`src/rtl/wb_arb_pkg.sv`:
```
// Shared types and the round-robin search used by the Wishbone arbiter.
package wb_arb_pkg;

  localparam int unsigned MAX_M     = 8;
  localparam int unsigned MAX_IDX_W = 3;

  typedef enum logic [1:0] {
    IDLE  = 2'd0,
    BUSY  = 2'd1,
    TOERR = 2'd2
  } arb_state_e;

  // First set request bit searching upward from last+1 with wrap at n; one-hot result.
  function automatic logic [MAX_M-1:0] rr_search(input logic [MAX_M-1:0] req,
                                                 input int unsigned      last,
                                                 input int unsigned      n);
    logic [MAX_M-1:0]     gnt;
    logic                 found;
    logic [MAX_IDX_W-1:0] idx;
    gnt   = '0;
    found = 1'b0;
    for (int unsigned k = 1; k <= MAX_M; k++) begin
      idx = MAX_IDX_W'((last + k) % n);
      if ((k <= n) && !found && req[idx]) begin
        gnt[idx] = 1'b1;
        found    = 1'b1;
      end
    end
    return gnt;
  endfunction

endpackage

```
`src/rtl/wb_rr_arbiter_if.sv`:
```
// Bundle of all master-side and slave-side Wishbone signals around the arbiter.
interface wb_rr_arbiter_if #(
  parameter int unsigned NUM_MASTERS = 2,
  parameter int unsigned ADR_W       = 64,
  parameter int unsigned DAT_W       = 64,
  parameter int unsigned SEL_W       = DAT_W / 8,
  parameter int unsigned TAG_W       = 1
);
  logic [NUM_MASTERS-1:0]       m_CYC_I, m_STB_I, m_WE_I, m_LOCK_I;
  logic [NUM_MASTERS*ADR_W-1:0] m_ADR_I;
  logic [NUM_MASTERS*DAT_W-1:0] m_DAT_I;
  logic [NUM_MASTERS*SEL_W-1:0] m_SEL_I;
  logic [NUM_MASTERS*TAG_W-1:0] m_TGA_I, m_TGC_I, m_TGD_I;
  logic [DAT_W-1:0]             m_DAT_O;
  logic [TAG_W-1:0]             m_TGD_O;
  logic [NUM_MASTERS-1:0]       m_ACK_O, m_ERR_O, m_RTY_O;

  logic                         s_CYC_O, s_STB_O, s_WE_O, s_LOCK_O;
  logic [ADR_W-1:0]             s_ADR_O;
  logic [DAT_W-1:0]             s_DAT_O;
  logic [SEL_W-1:0]             s_SEL_O;
  logic [TAG_W-1:0]             s_TGA_O, s_TGC_O, s_TGD_O;
  logic [DAT_W-1:0]             s_DAT_I;
  logic [TAG_W-1:0]             s_TGD_I;
  logic                         s_ACK_I, s_ERR_I, s_RTY_I;

  modport arb (
    input  m_CYC_I, m_STB_I, m_WE_I, m_LOCK_I, m_ADR_I, m_DAT_I, m_SEL_I,
           m_TGA_I, m_TGC_I, m_TGD_I,
    output m_DAT_O, m_TGD_O, m_ACK_O, m_ERR_O, m_RTY_O,
    output s_CYC_O, s_STB_O, s_WE_O, s_LOCK_O, s_ADR_O, s_DAT_O, s_SEL_O,
           s_TGA_O, s_TGC_O, s_TGD_O,
    input  s_DAT_I, s_TGD_I, s_ACK_I, s_ERR_I, s_RTY_I
  );

  modport master (
    output m_CYC_I, m_STB_I, m_WE_I, m_LOCK_I, m_ADR_I, m_DAT_I, m_SEL_I,
           m_TGA_I, m_TGC_I, m_TGD_I,
    input  m_DAT_O, m_TGD_O, m_ACK_O, m_ERR_O, m_RTY_O
  );

  modport slave (
    input  s_CYC_O, s_STB_O, s_WE_O, s_LOCK_O, s_ADR_O, s_DAT_O, s_SEL_O,
           s_TGA_O, s_TGC_O, s_TGD_O,
    output s_DAT_I, s_TGD_I, s_ACK_I, s_ERR_I, s_RTY_I
  );
endinterface

```
`src/rtl/wb_rr_arbiter_pick.sv`:
```
// Combinational one-hot round-robin picker: next requester after last_i, wrapping.
module wb_rr_pick
  import wb_arb_pkg::*;
#(
  parameter int unsigned NUM_MASTERS = 2,
  localparam int unsigned IDX_W      = (NUM_MASTERS > 1) ? $clog2(NUM_MASTERS) : 1
) (
  input  logic [NUM_MASTERS-1:0] req_i,
  input  logic [IDX_W-1:0]       last_i,
  output logic [NUM_MASTERS-1:0] gnt_c_o
);

  logic [MAX_M-1:0] gnt_full;

  always_comb begin
    gnt_full = rr_search(MAX_M'(req_i), 32'(last_i), NUM_MASTERS);
    gnt_c_o  = NUM_MASTERS'(gnt_full);
  end

endmodule

```
`src/rtl/wb_rr_arbiter.sv`:
```
// Round-robin Wishbone arbiter: registered grant held per cycle/lock, owner muxed
// onto one slave port, watchdog turns a stalled strobe into ERR.
module wb_rr_arbiter
  import wb_arb_pkg::*;
#(
  parameter int unsigned NUM_MASTERS = 2,
  parameter int unsigned ADR_W       = 64,
  parameter int unsigned DAT_W       = 64,
  parameter int unsigned SEL_W       = DAT_W / 8,
  parameter int unsigned TAG_W       = 1,
  parameter int unsigned TIMEOUT     = 255
) (
  input  logic                   CLK_I,
  input  logic                   RST_I,
  wb_rr_arbiter_if.arb           bus,
  output logic [NUM_MASTERS-1:0] gnt_o
);

  localparam int unsigned IDX_W = (NUM_MASTERS > 1) ? $clog2(NUM_MASTERS) : 1;
  localparam int unsigned CNT_W = (TIMEOUT > 1) ? $clog2(TIMEOUT + 1) : 1;

  arb_state_e             state_q, state_d;
  logic [NUM_MASTERS-1:0] gnt_q, gnt_d, pick;
  logic [IDX_W-1:0]       last_q, last_d, owner_idx;
  logic [CNT_W-1:0]       cnt_q, cnt_d;

  logic                   own_cyc, own_stb, own_we, own_lock;
  logic [ADR_W-1:0]       own_adr;
  logic [DAT_W-1:0]       own_dat;
  logic [SEL_W-1:0]       own_sel;
  logic [TAG_W-1:0]       own_tga, own_tgc, own_tgd;
  logic                   term;

  wb_rr_pick #(.NUM_MASTERS(NUM_MASTERS)) u_pick (
    .req_i   (bus.m_CYC_I),
    .last_i  (last_q),
    .gnt_c_o (pick)
  );

  // Owner select: grant is one-hot, so a priority loop acts as a plain mux.
  always_comb begin
    own_cyc   = 1'b0;
    own_stb   = 1'b0;
    own_we    = 1'b0;
    own_lock  = 1'b0;
    own_adr   = '0;
    own_dat   = '0;
    own_sel   = '0;
    own_tga   = '0;
    own_tgc   = '0;
    own_tgd   = '0;
    owner_idx = '0;
    for (int unsigned i = 0; i < NUM_MASTERS; i++) begin
      if (gnt_q[i]) begin
        own_cyc   = bus.m_CYC_I[i];
        own_stb   = bus.m_STB_I[i];
        own_we    = bus.m_WE_I[i];
        own_lock  = bus.m_LOCK_I[i];
        own_adr   = bus.m_ADR_I[i*ADR_W +: ADR_W];
        own_dat   = bus.m_DAT_I[i*DAT_W +: DAT_W];
        own_sel   = bus.m_SEL_I[i*SEL_W +: SEL_W];
        own_tga   = bus.m_TGA_I[i*TAG_W +: TAG_W];
        own_tgc   = bus.m_TGC_I[i*TAG_W +: TAG_W];
        own_tgd   = bus.m_TGD_I[i*TAG_W +: TAG_W];
        owner_idx = IDX_W'(i);
      end
    end
  end

  assign term = bus.s_ACK_I | bus.s_ERR_I | bus.s_RTY_I;

  always_comb begin
    state_d = state_q;
    gnt_d   = gnt_q;
    last_d  = last_q;
    cnt_d   = cnt_q;
    unique case (state_q)
      IDLE: begin
        cnt_d = '0;
        if (|bus.m_CYC_I) begin
          gnt_d   = pick;
          state_d = BUSY;
        end
      end
      BUSY: begin
        if (!(own_cyc || own_lock)) begin
          gnt_d   = '0;
          last_d  = owner_idx;
          cnt_d   = '0;
          state_d = IDLE;
        end else if (!own_stb || term) begin
          cnt_d = '0;
        end else if (TIMEOUT != 0) begin
          // Trip after TIMEOUT strobed cycles without any termination.
          if (cnt_q == CNT_W'(TIMEOUT - 1)) begin
            cnt_d   = '0;
            state_d = TOERR;
          end else begin
            cnt_d = cnt_q + 1'b1;
          end
        end
      end
      TOERR: begin
        cnt_d   = '0;
        state_d = BUSY;
      end
      default: state_d = IDLE;
    endcase
  end

  // Slave drive and termination routing; read data is broadcast regardless of state.
  always_comb begin
    bus.s_CYC_O  = 1'b0;
    bus.s_STB_O  = 1'b0;
    bus.s_WE_O   = 1'b0;
    bus.s_LOCK_O = 1'b0;
    bus.s_ADR_O  = '0;
    bus.s_DAT_O  = '0;
    bus.s_SEL_O  = '0;
    bus.s_TGA_O  = '0;
    bus.s_TGC_O  = '0;
    bus.s_TGD_O  = '0;
    bus.m_ACK_O  = '0;
    bus.m_ERR_O  = '0;
    bus.m_RTY_O  = '0;
    bus.m_DAT_O  = bus.s_DAT_I;
    bus.m_TGD_O  = bus.s_TGD_I;
    if (state_q == BUSY) begin
      bus.s_CYC_O  = own_cyc;
      bus.s_STB_O  = own_stb;
      bus.s_WE_O   = own_we;
      bus.s_LOCK_O = own_lock;
      bus.s_ADR_O  = own_adr;
      bus.s_DAT_O  = own_dat;
      bus.s_SEL_O  = own_sel;
      bus.s_TGA_O  = own_tga;
      bus.s_TGC_O  = own_tgc;
      bus.s_TGD_O  = own_tgd;
      bus.m_ACK_O  = gnt_q & {NUM_MASTERS{bus.s_ACK_I}};
      bus.m_ERR_O  = gnt_q & {NUM_MASTERS{bus.s_ERR_I}};
      bus.m_RTY_O  = gnt_q & {NUM_MASTERS{bus.s_RTY_I}};
    end else if (state_q == TOERR) begin
      bus.m_ERR_O = gnt_q;
    end
  end

  always_ff @(posedge CLK_I) begin
    if (RST_I) begin
      state_q <= IDLE;
      gnt_q   <= '0;
      last_q  <= IDX_W'(NUM_MASTERS - 1);
      cnt_q   <= '0;
    end else begin
      state_q <= state_d;
      gnt_q   <= gnt_d;
      last_q  <= last_d;
      cnt_q   <= cnt_d;
    end
  end

  assign gnt_o = gnt_q;

endmodule

```
`src/flat_wrapper.sv`:
```
// flat-port wrapper written by rule: the top's interface ports become plain ports
module wb_rr_arbiter_flat import wb_arb_pkg::*;
#(
  parameter int unsigned NUM_MASTERS = 2,
  parameter int unsigned ADR_W       = 64,
  parameter int unsigned DAT_W       = 64,
  parameter int unsigned SEL_W       = DAT_W / 8,
  parameter int unsigned TAG_W       = 1,
  parameter int unsigned TIMEOUT     = 255
)
  (CLK_I, RST_I, gnt_o, bus_m_CYC_I, bus_m_STB_I, bus_m_WE_I, bus_m_LOCK_I, bus_m_ADR_I, bus_m_DAT_I, bus_m_SEL_I, bus_m_TGA_I, bus_m_TGC_I, bus_m_TGD_I, bus_m_DAT_O, bus_m_TGD_O, bus_m_ACK_O, bus_m_ERR_O, bus_m_RTY_O, bus_s_CYC_O, bus_s_STB_O, bus_s_WE_O, bus_s_LOCK_O, bus_s_ADR_O, bus_s_DAT_O, bus_s_SEL_O, bus_s_TGA_O, bus_s_TGC_O, bus_s_TGD_O, bus_s_DAT_I, bus_s_TGD_I, bus_s_ACK_I, bus_s_ERR_I, bus_s_RTY_I);
  wb_rr_arbiter_if #(.NUM_MASTERS(NUM_MASTERS), .ADR_W(ADR_W), .DAT_W(DAT_W), .SEL_W(SEL_W), .TAG_W(TAG_W)) bus_i ();
  input  logic CLK_I;
  input  logic RST_I;
  output logic [NUM_MASTERS-1:0] gnt_o;
  input wire logic [$bits(bus_i.m_CYC_I)-1:0] bus_m_CYC_I;
  input wire logic [$bits(bus_i.m_STB_I)-1:0] bus_m_STB_I;
  input wire logic [$bits(bus_i.m_WE_I)-1:0] bus_m_WE_I;
  input wire logic [$bits(bus_i.m_LOCK_I)-1:0] bus_m_LOCK_I;
  input wire logic [$bits(bus_i.m_ADR_I)-1:0] bus_m_ADR_I;
  input wire logic [$bits(bus_i.m_DAT_I)-1:0] bus_m_DAT_I;
  input wire logic [$bits(bus_i.m_SEL_I)-1:0] bus_m_SEL_I;
  input wire logic [$bits(bus_i.m_TGA_I)-1:0] bus_m_TGA_I;
  input wire logic [$bits(bus_i.m_TGC_I)-1:0] bus_m_TGC_I;
  input wire logic [$bits(bus_i.m_TGD_I)-1:0] bus_m_TGD_I;
  output wire logic [$bits(bus_i.m_DAT_O)-1:0] bus_m_DAT_O;
  output wire logic [$bits(bus_i.m_TGD_O)-1:0] bus_m_TGD_O;
  output wire logic [$bits(bus_i.m_ACK_O)-1:0] bus_m_ACK_O;
  output wire logic [$bits(bus_i.m_ERR_O)-1:0] bus_m_ERR_O;
  output wire logic [$bits(bus_i.m_RTY_O)-1:0] bus_m_RTY_O;
  output wire logic [$bits(bus_i.s_CYC_O)-1:0] bus_s_CYC_O;
  output wire logic [$bits(bus_i.s_STB_O)-1:0] bus_s_STB_O;
  output wire logic [$bits(bus_i.s_WE_O)-1:0] bus_s_WE_O;
  output wire logic [$bits(bus_i.s_LOCK_O)-1:0] bus_s_LOCK_O;
  output wire logic [$bits(bus_i.s_ADR_O)-1:0] bus_s_ADR_O;
  output wire logic [$bits(bus_i.s_DAT_O)-1:0] bus_s_DAT_O;
  output wire logic [$bits(bus_i.s_SEL_O)-1:0] bus_s_SEL_O;
  output wire logic [$bits(bus_i.s_TGA_O)-1:0] bus_s_TGA_O;
  output wire logic [$bits(bus_i.s_TGC_O)-1:0] bus_s_TGC_O;
  output wire logic [$bits(bus_i.s_TGD_O)-1:0] bus_s_TGD_O;
  input wire logic [$bits(bus_i.s_DAT_I)-1:0] bus_s_DAT_I;
  input wire logic [$bits(bus_i.s_TGD_I)-1:0] bus_s_TGD_I;
  input wire logic [$bits(bus_i.s_ACK_I)-1:0] bus_s_ACK_I;
  input wire logic [$bits(bus_i.s_ERR_I)-1:0] bus_s_ERR_I;
  input wire logic [$bits(bus_i.s_RTY_I)-1:0] bus_s_RTY_I;
  assign bus_i.m_CYC_I = bus_m_CYC_I;
  assign bus_i.m_STB_I = bus_m_STB_I;
  assign bus_i.m_WE_I = bus_m_WE_I;
  assign bus_i.m_LOCK_I = bus_m_LOCK_I;
  assign bus_i.m_ADR_I = bus_m_ADR_I;
  assign bus_i.m_DAT_I = bus_m_DAT_I;
  assign bus_i.m_SEL_I = bus_m_SEL_I;
  assign bus_i.m_TGA_I = bus_m_TGA_I;
  assign bus_i.m_TGC_I = bus_m_TGC_I;
  assign bus_i.m_TGD_I = bus_m_TGD_I;
  assign bus_m_DAT_O = bus_i.m_DAT_O;
  assign bus_m_TGD_O = bus_i.m_TGD_O;
  assign bus_m_ACK_O = bus_i.m_ACK_O;
  assign bus_m_ERR_O = bus_i.m_ERR_O;
  assign bus_m_RTY_O = bus_i.m_RTY_O;
  assign bus_s_CYC_O = bus_i.s_CYC_O;
  assign bus_s_STB_O = bus_i.s_STB_O;
  assign bus_s_WE_O = bus_i.s_WE_O;
  assign bus_s_LOCK_O = bus_i.s_LOCK_O;
  assign bus_s_ADR_O = bus_i.s_ADR_O;
  assign bus_s_DAT_O = bus_i.s_DAT_O;
  assign bus_s_SEL_O = bus_i.s_SEL_O;
  assign bus_s_TGA_O = bus_i.s_TGA_O;
  assign bus_s_TGC_O = bus_i.s_TGC_O;
  assign bus_s_TGD_O = bus_i.s_TGD_O;
  assign bus_i.s_DAT_I = bus_s_DAT_I;
  assign bus_i.s_TGD_I = bus_s_TGD_I;
  assign bus_i.s_ACK_I = bus_s_ACK_I;
  assign bus_i.s_ERR_I = bus_s_ERR_I;
  assign bus_i.s_RTY_I = bus_s_RTY_I;
  wb_rr_arbiter #(.NUM_MASTERS(NUM_MASTERS), .ADR_W(ADR_W), .DAT_W(DAT_W), .SEL_W(SEL_W), .TAG_W(TAG_W), .TIMEOUT(TIMEOUT)) u_core (.CLK_I(CLK_I), .RST_I(RST_I), .bus(bus_i), .gnt_o(gnt_o));
endmodule
```
`config.mk`:
```
export PLATFORM = sky130hd
export DESIGN_NAME = wb_rr_arbiter_flat
export DESIGN_NICKNAME = d
export VERILOG_FILES = /design/src/rtl/wb_arb_pkg.sv /design/src/rtl/wb_rr_arbiter_if.sv /design/src/rtl/wb_rr_arbiter_pick.sv /design/src/rtl/wb_rr_arbiter.sv /design/src/flat_wrapper.sv
export SDC_FILE = /design/constraint.sdc
export NUM_CORES = 1
export LEC_CHECK = 0
export CAP_MARGIN = 20
export CORE_AREA = 2 2 220 222
export DETAILED_ROUTE_END_ITERATION = 16
export DIE_AREA = 0 0 222 224
export DONT_BUFFER_PORTS = 1
export HOLD_SLACK_MARGIN = 0.08
export SLEW_MARGIN = 20
export SYNTH_ARGS = -nofsm -noshare
export SYNTH_HDL_FRONTEND = slang
export SYNTH_SLANG_ARGS = --single-unit
```
`constraint.sdc`:
```
create_clock -name CLK_I -period 2.6 [get_ports CLK_I]
set_input_delay 0.26 -clock CLK_I [delete_from_list [all_inputs] [get_ports CLK_I]]
set_output_delay 0.26 -clock CLK_I [all_outputs]
set_load 0.05 [all_outputs]
```
==> impl_results.md, run 1 <==
- Clk_skew: approximately 2.5 ps
- P per Cell Area: around 270 mW/mm²
- Post-synthesis cell count: roughly 360
- Crit end category: output pin
- Fillers: about 5,400
- Syn-to-layout area delta: 102%
- CTS Buffer Depth: 2
- CTS tree: yes
- Post-route ant nets: 0
- First-pass iteration count of the detailed router: 4
- DRC Markers: 0
- Max Clock Freq: just under 400 MHz
- Vias in the first global route: ~3,600
- Ys async rst share: 0
- Post-Synthesis Net Count: a little over 700
- Largest delay share family, worst path: simple AND/OR/NAND/NOR gates
- Die Width: ~220 µm
- Worst Reg-to-Reg Cells: 5
- Peak supply drop: between 0.3 and 0.4 mV
- Status: completed
- PortBufs: 0
- GR Util met3: 0.0683
- Slew Limit Fails: 0
- Most common cell after layout, fill and taps aside: a22o_1
- Max-Cap Viols: 0
- Worst setup endpoint: bus_s_ADR_O[38]
- Sinks on Clock Net: 13
- CP max stage delay: slightly above 400 ps
- Vias: about 3,600
- Reg2Reg Setup Slack: 610 ps
- Yosys warns: 0
- Worst-path clk slew: 50 ps
- Mean routed wirelength per cell: about 28 µm
- Worst Setup Start Kind: flip-flop
- Leak Pwr: 1.97 nW
- CP Max Fanout: 116
- Final period util: 0.977
- Global Route Usage Sum: 0.109
- Avg Inst Size Synth: about 7.8 µm²
- CP arrival: between 2000 and 2500 ps
- Post-synth EDFFs: 0
- Initial antenna violation count: 10
- Sequential fraction of the synthesis area: 0.0939
- # IOs: roughly 570
- Worst path cell trace: and2b_1, and2_4, buf_12, a22o_1, buf_12
- Die H: around 220 µm
- Wire length of the first global-routing pass: around 36 mm
- Pin count of the biggest net entering global routing: ~120
- Actual slew at the worst max-slew pin: about 730 ps
- Setup Crit Path Kind: flip-flop to output pin
- Synthesized area: 0.00277 mm²
- Overflow after GRT: 0
- RSZ-0062 raised after global routing: false
- Area of the die: a little under 0.05 mm²
- Htree depth: 1
- Buf+Inv Stages, Crit Path: 2
- Most frequent cells in the layout: a22o_1, buf_12, buf_4, nand2_1, a21oi_1
- Critical Path Start: u_core.state_q[0]
- Routability cong.: between 0.7 and 0.8
- Reg area: 260 µm²
- Primary FF master, synth: dfxtp_1
- Worst path most repeated cell: buf_12
- Nets: just under 800
- # setup viols final: 0
- Final setup TNS: 0 ps
- Setup repair bufs after CTS: 0
- GRT met2 Usage: 0.161
- Clock Latency Late Sink: 250 ps
- Initial DRC Count: approximately 150
- Met1 usage: 0.132
- Min cycle time layout: about 2500 ps
- Busiest grt layer: met2
- WP data required: roughly 2300 ps
- Synthesized flop and latch total: 13
- Design Power: about 0.0015 W
- Max-slew headroom: 0.513
- Row cnt: 80
- Terminus of the critical flop-to-flop path: u_core.cnt_q[4]
- Layout cell share with drive strength beyond 1: 0.424
- Final Hold Vio Count: 0
- Floorplan core area: 0.0473 mm²
- Vias per cell: ~3.4
- Netlist cell types: 35
- Starting density of the core: 0.0585
- CTS Buf Count: 3
- Worst R2R Start: u_core.gnt_o[1]
- WHS: a little over 80 ps
- Clk root buf: clkbuf_16
- HP Class: input pin to flip-flop
- Post-Route WL: roughly 29 mm
- Detail Placement HPWL: 25.9 mm
- Slowest-stage cell, CP: dfxtp_1
- Multi-input gate area: around 0.0018 mm²
- CP Depth: 5
==> logic make-up (layout without fill, tap and decap cells) <==
| family | Yosys count | count (layout) | share of synthesized area |
|---|---|---|---|
| simple gates | 58 | 58 | 0.108 |
| other cells | 0 | 5 | 0 |
| flops | 13 | 13 | 0.0939 |
| buf+inv | 106 | 164 | 0.254 |
| fa+ha+maj | 2 | 2 | 0.00903 |
| compound gates | 176 | 176 | 0.535 |
==> where the power goes <==
| group | switching, W | leakage (nW) | internal (W) |
|---|---|---|---|
| logic | 0.000596 | 1.82 | 0.000383 |
| clock network | 0.0000906 | 0.0382 | 0.000207 |
| registers | 0.00000864 | 0.106 | 0.000206 |
| total | 0.000695 | 1.97 | 0.000797 |
==> flip-flops by register name (all words and copies together), names as in the netlist <==
| register | cells |
|---|---|
| u_core.cnt_q | 8 |
| u_core.gnt_o | 2 |
| u_core.state_q | 2 |
| u_core.last_q | 1 |
==> worst register-to-register path, cell delays in order (launching register included) <==
cell	delay, ps
dfxtp_1	390
buf_4	200
nand3b_2	240
a2111oi_4	670
o2111ai_1	220
a21oi_1	200
==> how the worst min path moves through the flow <==
stage,from,end,cells after the start
final,RST_I,u_core.cnt_q[7],1
after detailed placement,RST_I,u_core.gnt_o[1],1
after CTS,RST_I,u_core.cnt_q[1],1
after global routing,RST_I,u_core.cnt_q[7],1
after floorplan,RST_I,u_core.last_q,1
after global placement,RST_I,u_core.cnt_q[3],1
==> layer usage <==
layer / wire length, µm / up-vias / part of all wire
li1: - / 1443 / -
met1: 12000 / 1672 / 0.41
met2: 12400 / 398 / 0.42
met3: 4410 / 33 / 0.15
met4: 507 / 10 / 0.017
met5: 66 / - / 0.0022
==> synthesized netlist by cell type, types with 2 or more instances <==
| library cell | n | area share |
|---|---|---|
| a21boi_0 | 2 | 0.0054 |
| a21oi_1 | 14 | 0.025 |
| a22o_1 | 140 | 0.44 |
| and2_1 | 6 | 0.014 |
| and3_1 | 3 | 0.0068 |
| buf_2 | 16 | 0.029 |
| buf_4 | 76 | 0.21 |
| clkbuf_1 | 9 | 0.012 |
| dfxtp_1 | 13 | 0.094 |
| ha_1 | 2 | 0.0090 |
| inv_1 | 4 | 0.0054 |
| nand2_1 | 16 | 0.022 |
| nand2b_1 | 2 | 0.0045 |
| nand3_1 | 6 | 0.011 |
| nand4_1 | 2 | 0.0045 |
| nor2_1 | 10 | 0.014 |
| nor2b_1 | 3 | 0.0068 |
| nor3_1 | 3 | 0.0054 |
| o2111ai_1 | 7 | 0.022 |
| o21a_1 | 3 | 0.0081 |
| o21ai_0 | 4 | 0.0072 |
==> layout make-up <==
cell class	instances	area share
diodes	5	0.00224
clock buffers	4	0.0141
inverters	4	0.00269
multi-input cells	236	0.328
flip-flops and latches	13	0.0466
well taps	615	0.138
repair buffers	156	0.469
==> metrics by stage <==
stage	util	setup WS [ps]	cells	instance area, µm²
floorplan	-	354	355	2770
global placement	0.115	298	1021	5450
detailed placement	0.115	281	1021	5450
CTS	0.117	13.7	1028	5560
global route	0.118	2.43	1033	5590
finish	0.118	60.2	1033	5590
==> timing repair <==
| item | 4_1_cts | 5_1_grt |
|---|---|---|
| hold buffers | 3 | 0 |
| setup endpoints to repair | 1 | 11 |
| hold endpoints to repair | 1 | 0 |
| pin swaps | 0 | 0 |
| gates resized for setup | 1 | 11 |
No activity file was read; power rests on OpenSTA's default activity.
==> inputs of run 2 (changes only) <==
--- a/config.mk
+++ b/config.mk
@@ -6,7 +6,7 @@
 export NUM_CORES = 1
 export LEC_CHECK = 0
 export CAP_MARGIN = 20
-export CORE_AREA = 2 2 220 222
+export CORE_AREA = 5 5 217 219
 export DETAILED_ROUTE_END_ITERATION = 16
 export DIE_AREA = 0 0 222 224
 export DONT_BUFFER_PORTS = 1
==> constraint.sdc (replaced) <==
create_clock -name CLK_I -period 2.6 [get_ports CLK_I]
set_input_delay 0 -clock CLK_I [delete_from_list [all_inputs] [get_ports CLK_I]]
set_output_delay 0 -clock CLK_I [all_outputs]
set_load 0.05 [all_outputs]
==> impl_results.md, run 2 (synthesized netlist as in run 1, its figures left out) <==
- Final setup TNS: 0 ps (unchanged)
- Multi-input gate area: 0.00182 mm² (-0.82%)
- Overflow after GRT: 0 (unchanged)
- First-pass iteration count of the detailed router: 4 (unchanged)
- Critical Path Start: u_core.state_q[0]
- Switching Fraction: 0.515 (+0.0496)
- Sequential share of power: 0.126 (-0.018)
- Die Width: 222 µm (unchanged)
- Largest delay share family, worst path: buffers and inverters
- CTS Buffer Depth: 2 (unchanged)
- Clk network pwr share: 0.174 (-0.026)
- Routability cong.: 0.957 (+23%)
- Floorplan core area: 0.0449 mm² (-5.2%)
- Layout cell share with drive strength beyond 1: 0.331 (-0.0932)
- Nets: 837 (+8.4%)
- Final period util: 0.933 (-0.0435)
- DRC Markers: 0 (unchanged)
- Max Used Layer: met5
- Sw Pwr: 0.000885 W (+27%)
- Fillers: 5,071 (-5.6%)
- Reg2Reg Setup Slack: 320 ps (-290 ps)
- Syn-to-layout area delta: 116%
- Clk_skew: 2.27 ps (-0.265 ps)
- Sinks on Clock Net: 13 (unchanged)
- Vias in the first global route: 3,686 (+2.5%)
- Slowest-stage cell, CP: a22o_1
- Worst path cell trace: and2b_1, and2_4, buf_6, a22o_1, buf_12
- Setup repair bufs after CTS: 0 (unchanged)
- Global Route Usage Sum: 0.111 (+0.00210)
- Peak supply drop: 0.230 mV (-35%)
- Vias: 3,830 (+7.7%)
- Met3 WL: 3.79 mm (-14%)
- Detail Placement HPWL: 25.7 mm (-0.72%)
- Post-route ant nets: 0 (unchanged)
- P per Cell Area: 286 mW/mm² (+7.2%)
- CTS tree: yes
- Most frequent cells in the layout: a22o_1, buf_12, dlygate4sd3_1, buf_4, nand2_1
- Die H: 224 µm (unchanged)
- Max-slew headroom: 0.626 (+0.113)
- Worst R2R Start: u_core.gnt_o[1]
- Crit end category: output pin
- Worst-path clk slew: 50 ps (about the same)
- # setup viols final: 0 (unchanged)
- Row cnt: 78 (-2.5%)
- Post-Route WL: 30.9 mm (+5.3%)
- # IOs: 572 (unchanged)
- Max-Cap Viols: 0 (unchanged)
- Area of the die: 0.0497 mm² (unchanged)
- CP max stage delay: 540 ps (+130 ps)
- HP Class: input pin to flip-flop
- CP arrival: 2430 ps (+150 ps)
- Slew Limit Fails: 0 (unchanged)
- WP data required: 2600 ps (+260 ps)
- RSZ-0062 raised after global routing: false
- PortBufs: 0 (unchanged)
- Leak Pwr: 2.19 nW (+11%)
- CP Max Fanout: 54 (-53%)
- Cell Int Power: 0.000832 W (+4.4%)
- Combinational share of power: 0.701 (+0.045)
- Initial antenna violation count: 20 (+10)
- Max reg flops: 8 (unchanged)
- Starting density of the core: 0.0617 (+0.00320)
- Status: completed
- Pin count of the biggest net entering global routing: 87 (-26%)
- Placed cell area: 0.00515 mm² (-5.4%)
- Max Clock Freq: 412 MHz (+4.7%)
- Wire length of the first global-routing pass: 38.0 mm (+6.1%)
- CTS Buf Count: 3 (unchanged)
- Buf+Inv Stages, Crit Path: 2 (unchanged)
- Top reg by flops: u_core.cnt_q
- Initial DRC Count: 256 (+72%)
- Min cycle time layout: 2430 ps (-113 ps)
- Htree depth: 1 (unchanged)
- Mean routed wirelength per cell: 28.4 µm (about the same)
- Hold path startpoint: bus_m_CYC_I[0]
- Met2 Wirelength: 15.3 mm (+24%)
- Worst Setup Start Kind: flip-flop
- Actual slew at the worst max-slew pin: 559 ps (-172 ps)
- DRT met1 WL: 11.1 mm (-8.1%)
- Vias per cell: 3.52 (+2.3%)
- Clock Latency Late Sink: 250 ps (about the same)
- Clk root buf: clkbuf_16
- Setup Crit Path Kind: flip-flop to output pin
- Most common cell after layout, fill and taps aside: a22o_1
- Finished Cell Area: 0.00600 mm² (+7.3%)
- Reg area: 260 µm² (unchanged)
- Final Hold Vio Count: 0 (unchanged)
==> run 2: repair_timing <==
action	4_1_cts	5_1_grt
resized for setup	0	2
hold buffers	73	0
endpoints found under the hold margin	78	0
setup endpoints to repair	0	10
==> run 2: area by class of cell <==
type / count / share of cell area
tap: 600 / 0.125
antenna: 10 / 0.00417
clock buffer: 4 / 0.0131
timing repair buffer: 221 / 0.509
sequential: 13 / 0.0434
multi-input combinational: 236 / 0.303
inverter: 4 / 0.00250
==> run 2: metal layers <==
layer / track usage / up-vias
met5: 0 / -
met2: 0.189 / 397
li1: - / 1580
met3: 0.0478 / 42
met1: 0.128 / 1795
met4: 0.0298 / 16
==> run 2: path summary, 6_finish.rpt <==
path	end	cells past startpoint
setup / recovery	bus_s_ADR_O[15]	5
hold / removal	u_core.state_q[0]	3
setup reg to reg	u_core.cnt_q[5]	6
hold reg to reg	u_core.cnt_q[7]	2
==> run 2: metrics by stage <==
| step | instances | utilization | worst slack, ps | total power [W] | hold slack [ps] |
|---|---|---|---|---|---|
| CTS | 1078 | 0.133 | 50.6 | 0.00173 | 96.3 |
| detailed placement | 1001 | 0.115 | 344 | 0.00113 | 0.341 |
| floorplan | 355 | - | 614 | 0.000999 | 107 |
| finish | 1088 | 0.134 | 173 | 0.00172 | 97.4 |
| global placement | 1001 | 0.115 | 413 | 0.00113 | 0.341 |
| global route | 1085 | 0.133 | 92.7 | 0.00176 | 112 |
==> run 2: power by group through the flow <==
stage               clock network, W  registers [W]  logic [W]
finish                      0.000299       0.000216    0.00120
global route                0.000309       0.000216    0.00123
CTS                         0.000305       0.000215    0.00121
detailed placement                 0       0.000219   0.000909
global placement                   0       0.000217   0.000908
floorplan                          0       0.000221   0.000778
==> run 2: worst register-to-register path: cells and delay by family, from the launching register on <==
family	cells	cell delay, ps
buffers and inverters	2	860
AOI/OAI and AO/OA	3	710
DFF	1	530
and+or+nand+nor	1	140
==> inputs of run 3 (changes only) <==
--- a/config.mk
+++ b/config.mk
@@ -5,10 +5,12 @@
 export SDC_FILE = /design/constraint.sdc
 export NUM_CORES = 1
 export LEC_CHECK = 0
+export ABC_AREA = 1
 export CAP_MARGIN = 20
-export CORE_AREA = 5 5 217 219
+export CORE_AREA = 5 5 220 222
+export CTS_BUF_LIST = sky130_fd_sc_hd__clkbuf_8
 export DETAILED_ROUTE_END_ITERATION = 16
-export DIE_AREA = 0 0 222 224
+export DIE_AREA = 0 0 225 227
 export DONT_BUFFER_PORTS = 1
 export HOLD_SLACK_MARGIN = 0.08
 export SLEW_MARGIN = 20
==> impl_results.md, run 3 <==
- Status: completed
- Clk_skew: 3.28 ps (+1.02 ps)
- Actual slew at the worst max-slew pin: 726 ps (+167 ps)
- Overflow after GRT: 0 (unchanged)
- Slowest-stage cell, CP: dfxtp_4
- RSZ-0062 raised after global routing: false
- Max Clock Freq: 463 MHz (+12%)
- Clock Latency Late Sink: 240 ps (about the same)
- P per Cell Area: 600 mW/mm² (+110%)
- Multi-input gate area: 0.00230 mm² (+27%)
- Most common cell after layout, fill and taps aside: a22oi_1
- Floorplan core area: 0.0462 mm² (+2.8%)
- Max reg flops: 8 (unchanged)
- Leak Pwr: 2.13 nW (-2.9%)
- Synthesized flop and latch total: 13 (unchanged)
- HP Class: input pin to flip-flop
- Setup repair bufs after CTS: 0 (unchanged)
- CTS tree: yes
- Initial DRC Count: 284 (+11%)
- Syn-to-layout area delta: 81.0%
- Global Route Usage Sum: 0.0672 (-0.0436)
- Worst Setup Start Kind: flip-flop
- Vias: 4,481 (+17%)
- Final period util: 0.831 (-0.103)
- Row cnt: 79 (+1.3%)
- CTS Buf Count: 3 (unchanged)
- Primary FF master, synth: dfxtp_1
- First-pass iteration count of the detailed router: 5 (+1)
- Post-route setup slack: 440 ps (+267 ps)
- # setup viols final: 0 (unchanged)
- Layout cell share with drive strength beyond 1: 0.369 (+0.0385)
- Starting density of the core: 0.0739 (+0.0122)
- Netlist cell types: 25 (-29%)
- Mean routed wirelength per cell: 16.6 µm (-42%)
- Top reg by flops: u_core.cnt_q
- Synth Area in XOR/XNOR: 0.00514 (+0.00514)
- Pin count of the biggest net entering global routing: 147 (+69%)
- CTS Buffer Depth: 2 (unchanged)
- Synthesized area: 0.00341 mm² (+23%)
- Post-Synthesis Net Count: 897 (+26%)
- Nets: 1,012 (+21%)
- Htree depth: 1 (unchanged)
- Clk root buf: clkbuf_8
- Vias per cell: 3.53 (+0.39%)
- DRC Markers: 0 (unchanged)
- Yosys top cell area share: 0.308 (-0.134)
- Setup Crit Path Kind: flip-flop to output pin
- WHS: 129 ps (+31.6 ps)
- Adder-cell share of the synthesized area: 0.00734 (-0.00170)
- Post-synthesis cell count: 539 (+52%)
- Min cycle time layout: 2160 ps (-267 ps)
- WP data required: 2600 ps (about the same)
- Fillers: 5,210 (+2.7%)
- Routability cong.: 0.685 (-28%)
- Ys async rst share: 0 (unchanged)
- Sequential fraction of the synthesis area: 0.0763 (-0.0176)
- Initial antenna violation count: 12 (-40%)
- Peak supply drop: 0.565 mV (+150%)
- Post-Route WL: 21.0 mm (-32%)
- Slew Limit Fails: 0 (unchanged)
- Max-Cap Viols: 0 (unchanged)
- Yosys warns: 0 (unchanged)
- PortBufs: 0 (unchanged)
- Mux contribution to synthesized area: 0 (unchanged)
- Worst-path clk slew: 60 ps (about the same)
- Detail Placement HPWL: 16.8 mm (-34%)
- Pre-CTS setup slack: 755 ps (+411 ps)
- CP arrival: 2160 ps (-270 ps)
- # IOs: 572 (unchanged)
- Vias in the first global route: 4,192 (+14%)
- Main combinational cell family by area after synthesis: compound AO/OA/AOI/OAI gates
- Most frequent cells in the layout: a22oi_1, nor2_1, buf_4, nor2_2, buf_12
- Final setup TNS: 0 ps (unchanged)
- CP Max Fanout: 77 (+43%)
- Crit end category: output pin
- Reg area: 264 µm² (+1.4%)
- Sinks on Clock Net: 13 (unchanged)
- Simple-gate share of the synthesized area: 0.324 (+0.216)
- Synth top cells by count: a22oi_1, nor2_1, nor2_2
- Avg Inst Size Synth: 6.33 µm² (-19%)
- Top-count cell post-synth: a22oi_1
- Yosys top cell by area: a22oi_1
- Die H: 227 µm (+1.3%)
- Wire length of the first global-routing pass: 26.4 mm (-30%)
- Die Width: 225 µm (+1.4%)
- Post-synth EDFFs: 0 (unchanged)
- Post-synthesis compound-gate area fraction: 0.335 (-0.199)
- Synth top area cells: a22oi_1, buf_4, nor2_2
- CP max stage delay: 350 ps (-190 ps)
- Worst path cell trace: inv_2, nand2_1, inv_4, buf_12, a22oi_1, nor2_1, buf_4
- Final Hold Vio Count: 0 (unchanged)
- Area of the die: 0.0511 mm² (+2.7%)
- Post-route ant nets: 0 (unchanged)
- Max-slew headroom: 0.516 (-0.110)
[run 3: changes by cell type after synthesis, moves of 16 or more]
| cell | change |
|---|---|
| nor2_1 | +79 |
| nor2_2 | +71 |
| a22oi_1 | +140 |
| inv_1 | +16 |
| nand2_1 | +28 |
| a22o_1 | -140 |
[run 3: what timing repair did]
item,4_1_cts,5_1_grt
hold buffers,67,0
hold endpoints to repair,78,0
endpoints found under the setup margin,0,0
gates resized for setup,0,0
[run 3: kinds of logic (layout without fill, tap and decap cells)]
kind of cell / after synthesis / count (layout)
fa+ha+maj: 2 / 2
buf+inv: 136 / 250
compound gates: 158 / 158
simple gates: 228 / 228
other cells: 0 / 8
flops: 13 / 13
xor+xnor: 2 / 2
[run 3: where the power goes]
part           internal [W]  leakage [nW]  switching (W)
Sequential         0.000219         0.106      0.0000175
Combinational       0.00106          1.99        0.00223
Clock              0.000104        0.0269      0.0000748
[run 3: layout make-up]
class                      instances  share of cell area
antenna                            8             0.00324
clock buffer                       3             0.00669
clock inverter                     1            0.000608
inverter                          24              0.0158
multi-input combinational        390               0.373
sequential                        13              0.0428
tap                              607               0.123
timing repair buffer             222               0.435
[run 3: layer usage]
metal,GRT usage,vias up,routed length (µm)
met5,0,-,34
met4,0.0151,6,357
met3,0.0257,16,2350
met2,0.116,332,10700
met1,0.0794,2079,7570
li1,-,2048,-
[run 3: metrics by stage]
step                cell area, µm²  instances  power (W)   util
finish                        6170       1268    0.00370  0.134
global route                  6170       1265    0.00390  0.134
CTS                           6150       1260    0.00372  0.133
detailed placement            5440       1189    0.00326  0.118
global placement              5440       1189    0.00320  0.118
floorplan                     3410        539    0.00261      -
[run 3: worst max-delay path: cells and delay by family (launching register included)]
kind	cells	cell delay, ps
and+or+nand+nor	2	360
DFF	1	350
buffers and inverters	4	930
AOI/OAI and AO/OA	1	130
[run 3: path summary, 6_finish.rpt]
kind                   startpoint                end  slack (ps)  cells after the start
setup / recovery  u_core.gnt_o[1]    bus_s_ADR_O[31]         440                      7
hold / removal     bus_m_CYC_I[1]    u_core.gnt_o[1]         130                      4
setup reg to reg  u_core.gnt_o[1]  u_core.state_q[0]         880                      9
hold reg to reg     u_core.last_q      u_core.last_q         480                      2
